[src/rtl/seq_gen_pkg.sv]
// Shared types and default configuration for the serial pattern generator.
// The overlap option is selected at build time with SEQGEN_OVERLAP_EN.
package seq_gen_pkg;

    typedef enum logic [1:0] {
        IDLE  = 2'd0,
        SHIFT = 2'd1,
        DONE  = 2'd2
    } state_t;

    localparam int PAT_W_DEF = 6;
    localparam int CNT_W_DEF = 4;
    localparam int OVL_DEF   = 3;

    localparam logic [5:0] PAT_DEF = 6'b110110;

endpackage

[src/rtl/seq_gen_shreg.sv]
// Loadable MSB-first shift register with a bit index that reloads at the end
// of each repetition; OFS leading bits are skipped on every reload.
module seq_gen_shreg #(
    parameter int PAT_W = 6,
    parameter int OFS   = 0
) (
    input  logic             clk,
    input  logic             rst,
    input  logic             load,
    input  logic             shift,
    input  logic             clear,
    input  logic [PAT_W-1:0] din,
    output logic             tap,
    output logic             last
);

    localparam int IDX_W = $clog2(PAT_W);

    logic [PAT_W-1:0] pat_q;
    logic [PAT_W-1:0] sh_q;
    logic [IDX_W-1:0] idx_q;

    // clear zeroes the working register so the tap (and thus out) is 0 outside SHIFT
    always_ff @(posedge clk or negedge rst) begin
        if (!rst) begin
            pat_q <= '0;
            sh_q  <= '0;
            idx_q <= '0;
        end else if (clear) begin
            sh_q  <= '0;
            idx_q <= '0;
        end else if (load) begin
            pat_q <= din;
            sh_q  <= din;
            idx_q <= IDX_W'(PAT_W - 1);
        end else if (shift) begin
            if (idx_q == '0) begin
                sh_q  <= pat_q << OFS;
                idx_q <= IDX_W'(PAT_W - 1 - OFS);
            end else begin
                sh_q  <= sh_q << 1;
                idx_q <= idx_q - 1'b1;
            end
        end
    end

    assign tap  = sh_q[PAT_W-1];
    assign last = (idx_q == '0);

endmodule

[src/rtl/seq_pattern_gen.sv]
// Serial Moore pattern transmitter: sends a latched pattern MSB-first rep_cnt times.
// Build option: define SEQGEN_OVERLAP_EN to share OVL bits between repetitions.
module seq_pattern_gen
    import seq_gen_pkg::*;
#(
    parameter int PAT_W = PAT_W_DEF,
    parameter int CNT_W = CNT_W_DEF,
    parameter int OVL   = OVL_DEF
) (
    input  logic             clk,
    input  logic             rst,
    input  logic             start,
    input  logic [PAT_W-1:0] pattern,
    input  logic [CNT_W-1:0] rep_cnt,
    output logic             ready,
    output logic             busy,
    output logic             out,
    output logic             valid,
    output logic             done
);

    if (PAT_W < 2 || PAT_W > 32 || OVL < 0 || OVL >= PAT_W) begin : g_bad_cfg
        $error("seq_pattern_gen: PAT_W must be 2..32 and OVL must be 0..PAT_W-1");
    end

`ifdef SEQGEN_OVERLAP_EN
    localparam int RELOAD_OFS = OVL;
`else
    localparam int RELOAD_OFS = 0;
`endif

    state_t           state_q;
    logic [CNT_W-1:0] rep_q;
    logic             ready_q;
    logic             busy_q;
    logic             valid_q;
    logic             done_q;

    logic sh_load;
    logic sh_shift;
    logic sh_clear;
    logic sh_tap;
    logic sh_last;
    logic final_bit;

    assign final_bit = (state_q == SHIFT) && sh_last && (rep_q == CNT_W'(1));
    assign sh_load   = (state_q == IDLE) && start && (rep_cnt != '0);
    assign sh_shift  = (state_q == SHIFT);
    assign sh_clear  = final_bit;

    seq_gen_shreg #(
        .PAT_W (PAT_W),
        .OFS   (RELOAD_OFS)
    ) u_shreg (
        .clk   (clk),
        .rst   (rst),
        .load  (sh_load),
        .shift (sh_shift),
        .clear (sh_clear),
        .din   (pattern),
        .tap   (sh_tap),
        .last  (sh_last)
    );

    // ready resets low and rises on the first clock after reset release
    always_ff @(posedge clk or negedge rst) begin
        if (!rst) begin
            state_q <= IDLE;
            rep_q   <= '0;
            ready_q <= 1'b0;
            busy_q  <= 1'b0;
            valid_q <= 1'b0;
            done_q  <= 1'b0;
        end else begin
            case (state_q)
                IDLE: begin
                    if (start) begin
                        rep_q   <= rep_cnt;
                        ready_q <= 1'b0;
                        busy_q  <= 1'b1;
                        if (rep_cnt != '0) begin
                            state_q <= SHIFT;
                            valid_q <= 1'b1;
                        end else begin
                            state_q <= DONE;
                            done_q  <= 1'b1;
                        end
                    end else begin
                        ready_q <= 1'b1;
                    end
                end
                SHIFT: begin
                    if (sh_last) begin
                        rep_q <= rep_q - 1'b1;
                        if (rep_q == CNT_W'(1)) begin
                            state_q <= DONE;
                            valid_q <= 1'b0;
                            done_q  <= 1'b1;
                        end
                    end
                end
                DONE: begin
                    state_q <= IDLE;
                    done_q  <= 1'b0;
                    busy_q  <= 1'b0;
                    ready_q <= 1'b1;
                end
                default: begin
                    state_q <= IDLE;
                    valid_q <= 1'b0;
                    done_q  <= 1'b0;
                    busy_q  <= 1'b0;
                    ready_q <= 1'b1;
                end
            endcase
        end
    end

    assign ready = ready_q;
    assign busy  = busy_q;
    assign valid = valid_q;
    assign done  = done_q;
    assign out   = sh_tap;

endmodule

[config.mk]
export PLATFORM = sky130hd
export DESIGN_NAME = seq_pattern_gen
export DESIGN_NICKNAME = d
export VERILOG_FILES = /design/src/rtl/seq_gen_pkg.sv /design/src/rtl/seq_gen_shreg.sv /design/src/rtl/seq_pattern_gen.sv
export SDC_FILE = /design/constraint.sdc
export NUM_CORES = 1
export LEC_CHECK = 0
export CAP_MARGIN = 20
export CORE_UTILIZATION = 28
export CTS_CLUSTER_SIZE = 8
export DETAILED_ROUTE_END_ITERATION = 16
export PLACE_DENSITY = 0.43
export SETUP_SLACK_MARGIN = 0.02
export SYNTH_ARGS = -nofsm -noshare
export SYNTH_HDL_FRONTEND = slang
export SYNTH_HIERARCHICAL = 1
export SYNTH_SLANG_ARGS = --single-unit
[constraint.sdc]
create_clock -name clk -period 4.6 [get_ports clk]
set_input_delay 0.92 -clock clk [delete_from_list [all_inputs] [get_ports clk]]
set_output_delay 0.92 -clock clk [all_outputs]
set_load 0.05 [all_outputs]
==> run_results.csv, run 1 <==
group,metric,value,unit
run_status,status,"finished, final reports clean",
clock_tree,hold_buffers,0,
sta,finalCritPeriodShare,0.700,
placement,globalplace.congestion,0.738,
detailed_routing,wl_per_cell,14.9,um
cells_and_area,design_area,0.00160,mm2
synth,async_flop_share,1.00,
clock_tree,cts_max_path_buffers,2,
pwr,p_seq_frac,0.375,
cells_and_area,mostFrequentLayoutCell,"dfrtp_1",
worst_setup_path,crit_top_cell,"nor2_1",
cells_and_area,num_antenna_cells,0,
detailed_routing,viasPerCell,5.05,
cells_and_area,final_net_count,163,
synth,netlist_area,0.00135,mm2
global_routing,antenna_found_initial,0,
floorplanning,fp-row-count,24,
cells_and_area,final_cells,199,
placement,dpl.hpwl,2220,um
pwr,p_switching,0.000457,W
pwr,internal-power,0.000632,W
detailed_routing,drt-initial-drc-count,42,
floorplanning,coreArea,0.00450,mm2
placement,dpl.cell_count,195,
sta,worst-slew-pin-transition,742,ps
pwr,vdd_drop_max,0.237,mV
worst_hold_path,hold_class,"reg2reg",
cells_and_area,area_delta_synth_final,17.9,%
floorplanning,die_area,0.00511,mm2
floorplanning,io_pins,18,
worst_setup_path,critical_path.cell_chain,"clkdlybuf4s50_1 > nor2b_1 > nand2_1 > nor2_1 > inv_1 > nor2_1 > mux2_2",
pwr,leakagePower,0.703,nW
sta,rsz0062_at_grt,"no",
detailed_routing,vias,1005,
clock_tree,cts_max_level,1,
clock_tree,insertion_delay,270,ps
synth,yosysSeqAreaShare,0.463,
worst_setup_path,cp.required,4760,ps
synth,synth-edff-count,0,
worst_setup_path,critPathMaxStageDelay,580,ps
pwr,report.power.total,0.00109,W
global_routing,grt_pass1_wl,4960,um
pwr,power_density,683,mW/mm2
sta,hold_violations,0,
clock_tree,root_buffer,"clkbuf_8",
cells_and_area,fillers,460,
synth,yosysTopAreaCell,"dfrtp_1",
job,maxCapViolCount,0,
clock_tree,post-cts-setup-buffers,0,
worst_setup_path,crit_path_start_kind,"input port",
floorplanning,die_w,71.5,um
detailed_routing,first_pass_iters,4,
global_routing,grt_max_degree,26,
sta,final.min_clock_period,3220,ps
clock_tree,ctsResizeCount,0,
detailed_routing,antenna_left,0,
cells_and_area,finish.utilization,0.354,
sta,fmax,311,MHz
worst_setup_path,cp_top_family,"simple AND/OR/NAND/NOR gates",
placement,port_buffers,17,
detailed_routing,drc_errors,0,
global_routing,first_global_vias,990,
global_routing,overflow,0,
cells_and_area,most-common-layout-cells,"dfrtp_1 (25), clkdlybuf4s50_1 (17), inv_1 (13), nor2_1 (12), nand3_1 (10)",
synth,synth_top_flop_cell,"dfrtp_1",
pwr,switching_share,0.420,
cells_and_area,drive_gt1_frac,0.129,
floorplanning,die_h,71.5,um
floorplanning,initial_core_util,0.300,
synth,ys.warnings.count,6,
sta,skew,3.08,ps
worst_setup_path,crit_path_end_kind,"flip-flop",
synth,synthTopCellsByArea,"dfrtp_1 (46%), mux2_2 (5.0%), a211o_1 (3.9%)",
sta,slew_violations,0,
sta,setup_violations,0,
worst_setup_path,critPathArrivalTime,3380,ps
sta,tns,0,ps
worst_setup_path,cp_max_fo,12,
pwr,clock_power_share,0.121,
synth,synthCells,130,
detailed_routing,wl,2970,um
worst_setup_path,slowest_stage,"nor2_1",
synth,syn_avg_cell_area,10.4,um2
placement,placed_cell_area,0.00155,mm2
worst_setup_path,crit_type,"in2reg",
sta,max_slew_margin,0.504,
clock_tree,cts_tree,"yes",
synth,synth_cell_types,37,
clock_tree,clk_pin_slew,90,ps
clock_tree,numClockSinks,25,
synth,yosys.area.top_type_share,0.463,
pwr,pwr-share-comb,0.504,
clock_tree,cts_made_buffers,3,
worst_setup_path,worst-path-buf-inv,2,
synth,synth.net_count,145,
global_routing,track_usage,0.127,
synth,ys_seq_elements,25,
==> worst register-to-register path: cells and delay by family, from the launching register on <==
| family | cells | cell delay [ps] |
|---|---|---|
| AND/OR/NAND/NOR | 4 | 1380 |
| multiplexers | 1 | 390 |
| buffers and inverters | 1 | 170 |
| flip-flops | 1 | 500 |
==> power by group through the flow <==
| stage | Combinational, W | Sequential (W) | Clock [W] |
|---|---|---|---|
| floorplan | 0.000388 | 0.000449 | 0 |
| detailed placement | 0.000550 | 0.000412 | 0 |
| CTS | 0.000552 | 0.000409 | 0.000139 |
| global placement | 0.000545 | 0.000413 | 0 |
| global route | 0.000608 | 0.000426 | 0.000148 |
| finish | 0.000548 | 0.000409 | 0.000132 |
==> layout make-up <==
| class | count | area, um2 | share of cell area |
|---|---|---|---|
| clock inverters | 1 | 5.00 | 0.00314 |
| flip-flops and latches | 25 | 626 | 0.392 |
| inverters | 15 | 68.8 | 0.0431 |
| clock buffers | 3 | 41.3 | 0.0259 |
| well taps | 52 | 65.1 | 0.0408 |
| repair buffers | 19 | 185 | 0.116 |
| multi-input cells | 84 | 604 | 0.379 |
==> cell usage after synthesis, types with 2 or more instances <==
cell,instances
dfrtp_1,25
inv_1,13
nor2_1,12
nand3_1,10
a211o_1,6
a31oi_1,6
mux2_2,6
a21oi_1,4
buf_6,4
mux2i_1,4
nand2_1,4
a2bb2oi_1,3
or3_1,3
a211oi_1,2
a22oi_1,2
ha_1,2
nor2b_1,2
nor3_1,2
or4_1,2
==> worst paths after layout <==
| kind | slack [ps] | startpoint | end | cells past startpoint |
|---|---|---|---|---|
| min | 510 | ready$_DFFE_PN0P_ | ready$_DFFE_PN0P_ | 1 |
| max reg2reg | 2040 | state_q[0]$_DFFE_PN0P_ | u_shreg/pat_q[0]$_DFFE_PN0P_ | 6 |
| max | 1380 | start | u_shreg/pat_q[0]$_DFFE_PN0P_ | 7 |
| min reg2reg | 510 | ready$_DFFE_PN0P_ | ready$_DFFE_PN0P_ | 1 |
| max in group asynchronous | 3320 | rst | done$_DFFE_PN0P_ | 2 |
| min in group asynchronous | 1020 | rst | u_shreg/idx_q[1]$_DFFE_PN0P_ | 2 |
==> sequential cells by signal, indices dropped and copies added, names as in the netlist <==
signal and count:
done 1, state_q 2, valid 1, u_shreg/pat_q 6
u_shreg/sh_q 6, u_shreg/idx_q 3, rep_q 4, busy 1
ready 1
==> cells by family (layout without fill, tap and decap cells) <==
group                      after synthesis  in the layout  share of synthesized area
buffers and inverters                   21             38                     0.0907
DFF                                     25             25                      0.463
muxes                                   10             10                     0.0796
and+or+nand+nor                         44             44                      0.188
adders and majority gates                2              2                     0.0185
AOI/OAI and AO/OA                       27             27                      0.154
xor gates and xnor gates                 1              1                    0.00648
==> per-stage QoR <==
stage	setup WS (ps)	hold WS, ps
finish	1380	506
global placement	1160	478
global route	1150	537
detailed placement	1060	490
CTS	1350	516
floorplan	2180	480
==> per-layer routing <==
metal,global-route usage,wire (um),up-vias
li1,-,-,499
met1,0.176,1490,478
met2,0.197,1320,23
met3,0.0323,125,5
met4,0.0392,34,0
met5,0,0,-
(Power assumes the default switching activity.)
==> inputs of run 2 (changes only) <==
--- a/config.mk
+++ b/config.mk
@@ -9,7 +9,7 @@
 export CORE_UTILIZATION = 28
 export CTS_CLUSTER_SIZE = 8
 export DETAILED_ROUTE_END_ITERATION = 16
-export PLACE_DENSITY = 0.43
+export PLACE_DENSITY = 0.45
 export SETUP_SLACK_MARGIN = 0.02
 export SYNTH_ARGS = -nofsm -noshare
 export SYNTH_HDL_FRONTEND = slang
==> constraint.sdc (replaced) <==
create_clock -name clk -period 2.64 [get_ports clk]
set_input_delay 0.528 -clock clk [delete_from_list [all_inputs] [get_ports clk]]
set_output_delay 0.528 -clock clk [all_outputs]
set_load 0.05 [all_outputs]
==> run_results.csv, run 2 (synthesis results as in run 1) <==
group,metric,value,unit
placement,globalplace.congestion,0.802,
pwr,p_seq_frac,0.372,
floorplanning,die_area,0.00511,mm2
worst_setup_path,cp_max_fo,12,
sta,tns,0,ps
cells_and_area,drive_gt1_frac,0.162,
worst_hold_path,hold_class,"reg2reg",
worst_setup_path,critPathArrivalTime,2580,ps
clock_tree,cts_made_buffers,3,
worst_setup_path,crit_path_end_kind,"flip-flop",
worst_setup_path,cp.required,2790,ps
cells_and_area,final_net_count,170,
worst_setup_path,crit_type,"reg2reg",
sta,final.min_clock_period,2420,ps
detailed_routing,wl_per_cell,14.5,um
sta,slew_violations,0,
floorplanning,io_pins,18,
clock_tree,hold_buffers,0,
pwr,power_density,1160,mW/mm2
detailed_routing,antenna_left,0,
clock_tree,cts_max_path_buffers,2,
sta,finalCritPeriodShare,0.918,
placement,dpl.hpwl,2170,um
pwr,pwr-share-comb,0.510,
run_status,status,"finished, final reports clean",
detailed_routing,wl,2980,um
placement,placed_cell_area,0.00160,mm2
clock_tree,numClockSinks,25,
pwr,clock_power_share,0.119,
global_routing,grt_pass1_wl,5110,um
pwr,switching_share,0.413,
cells_and_area,mostFrequentLayoutCell,"dfrtp_1",
detailed_routing,drt-initial-drc-count,40,
floorplanning,initial_core_util,0.300,
clock_tree,cts_max_level,1,
cells_and_area,design_area,0.00165,mm2
floorplanning,die_w,71.5,um
clock_tree,clk_pin_slew,90,ps
detailed_routing,viasPerCell,5.10,
sta,setup_violations,0,
detailed_routing,vias,1050,
pwr,report.power.total,0.00191,W
floorplanning,die_h,71.5,um
pwr,internal-power,0.00112,W
global_routing,overflow,0,
global_routing,grt_max_degree,26,
sta,fmax,413,MHz
cells_and_area,area_delta_synth_final,21.7,%
detailed_routing,drc_errors,0,
floorplanning,fp-row-count,24,
clock_tree,ctsResizeCount,0,
sta,hold_violations,0,
global_routing,antenna_found_initial,0,
pwr,p_switching,0.000791,W
cells_and_area,num_antenna_cells,0,
sta,worst-slew-pin-transition,596,ps
clock_tree,post-cts-setup-buffers,0,
detailed_routing,first_pass_iters,4,
worst_setup_path,crit_path_start_kind,"flip-flop",
sta,rsz0062_at_grt,"no",
cells_and_area,most-common-layout-cells,"dfrtp_1 (25), clkdlybuf4s50_1 (17), inv_1 (13), nor2_1 (12), nand3_1 (10)",
clock_tree,cts_tree,"yes",
clock_tree,insertion_delay,260,ps
cells_and_area,fillers,459,
sta,max_slew_margin,0.601,
placement,port_buffers,17,
global_routing,track_usage,0.129,
sta,skew,2.14,ps
global_routing,first_global_vias,1041,
cells_and_area,top_regs,"u_shreg/pat_q: 6 flops, u_shreg/sh_q: 6 flops, rep_q: 4 flops",
floorplanning,coreArea,0.00450,mm2
pwr,leakagePower,0.734,nW
job,maxCapViolCount,0,
clock_tree,root_buffer,"clkbuf_8",
pwr,vdd_drop_max,0.676,mV
## run 2: changes by cell type in the layout (fill, tap and decap cells not counted), sizes merged
cell and change:
clkbuf +1, clkinv -1, buf +7
## run 2: through the flow
stage | util | std cells | hold slack, ps | worst slack [ps]
after global placement | 0.356 | 202 | 485 | 53.1
final | 0.366 | 206 | 510 | 217
after CTS | 0.366 | 206 | 511 | 188
after detailed placement | 0.356 | 202 | 482 | 6.54
after floorplan | - | 130 | 232 | 587
after global routing | 0.366 | 206 | 540 | 85.5
## run 2: final cells by class
class	count	area (um2)	area share
multi-input cells	84	604	0.367
repair buffers	26	238	0.144
flip-flops and latches	25	626	0.380
well taps	52	65.1	0.0395
inverters	15	68.8	0.0418
clock buffers	4	45.0	0.0274
## run 2: worst max-delay path, stage by stage (launching register included)
cell and delay [ps]:
dfrtp_1 400, or3_1 370, clkinv_8 130, nand4bb_1 230, nor3_1 80, buf_4 200, nor2_1 490, mux2_2 410
## run 2: final timing paths
check,start,to,slack (ps),depth (start not counted)
min reg2reg,ready$_DFFE_PN0P_,ready$_DFFE_PN0P_,510,1
min,ready$_DFFE_PN0P_,ready$_DFFE_PN0P_,510,1
min in group asynchronous,rst,state_q[1]$_DFFE_PN0P_,620,2
max,u_shreg/idx_q[0]$_DFFE_PN0P_,u_shreg/pat_q[4]$_DFFE_PN0P_,220,7
max in group asynchronous,rst,u_shreg/sh_q[0]$_DFFE_PN0P_,1770,2
max reg2reg,u_shreg/idx_q[0]$_DFFE_PN0P_,u_shreg/pat_q[4]$_DFFE_PN0P_,220,7
## run 2: routing by layer
| layer | GRT usage | share of wire | vias up |
|---|---|---|---|
| li1 | - | - | 513 |
| met1 | 0.189 | 0.50 | 505 |
| met2 | 0.187 | 0.44 | 28 |
| met3 | 0.0225 | 0.049 | 4 |
| met4 | 0.0523 | 0.014 | 0 |
| met5 | 0 | 0 | - |
## run 2: power by group through the flow
stage	clock network, W	logic (W)	registers (W)
after global placement	0	0.000962	0.000709
after global routing	0.000257	0.00107	0.000736
after CTS	0.000238	0.000985	0.000707
after detailed placement	0	0.000983	0.000713
after floorplan	0	0.000676	0.000783
final	0.000227	0.000975	0.000711
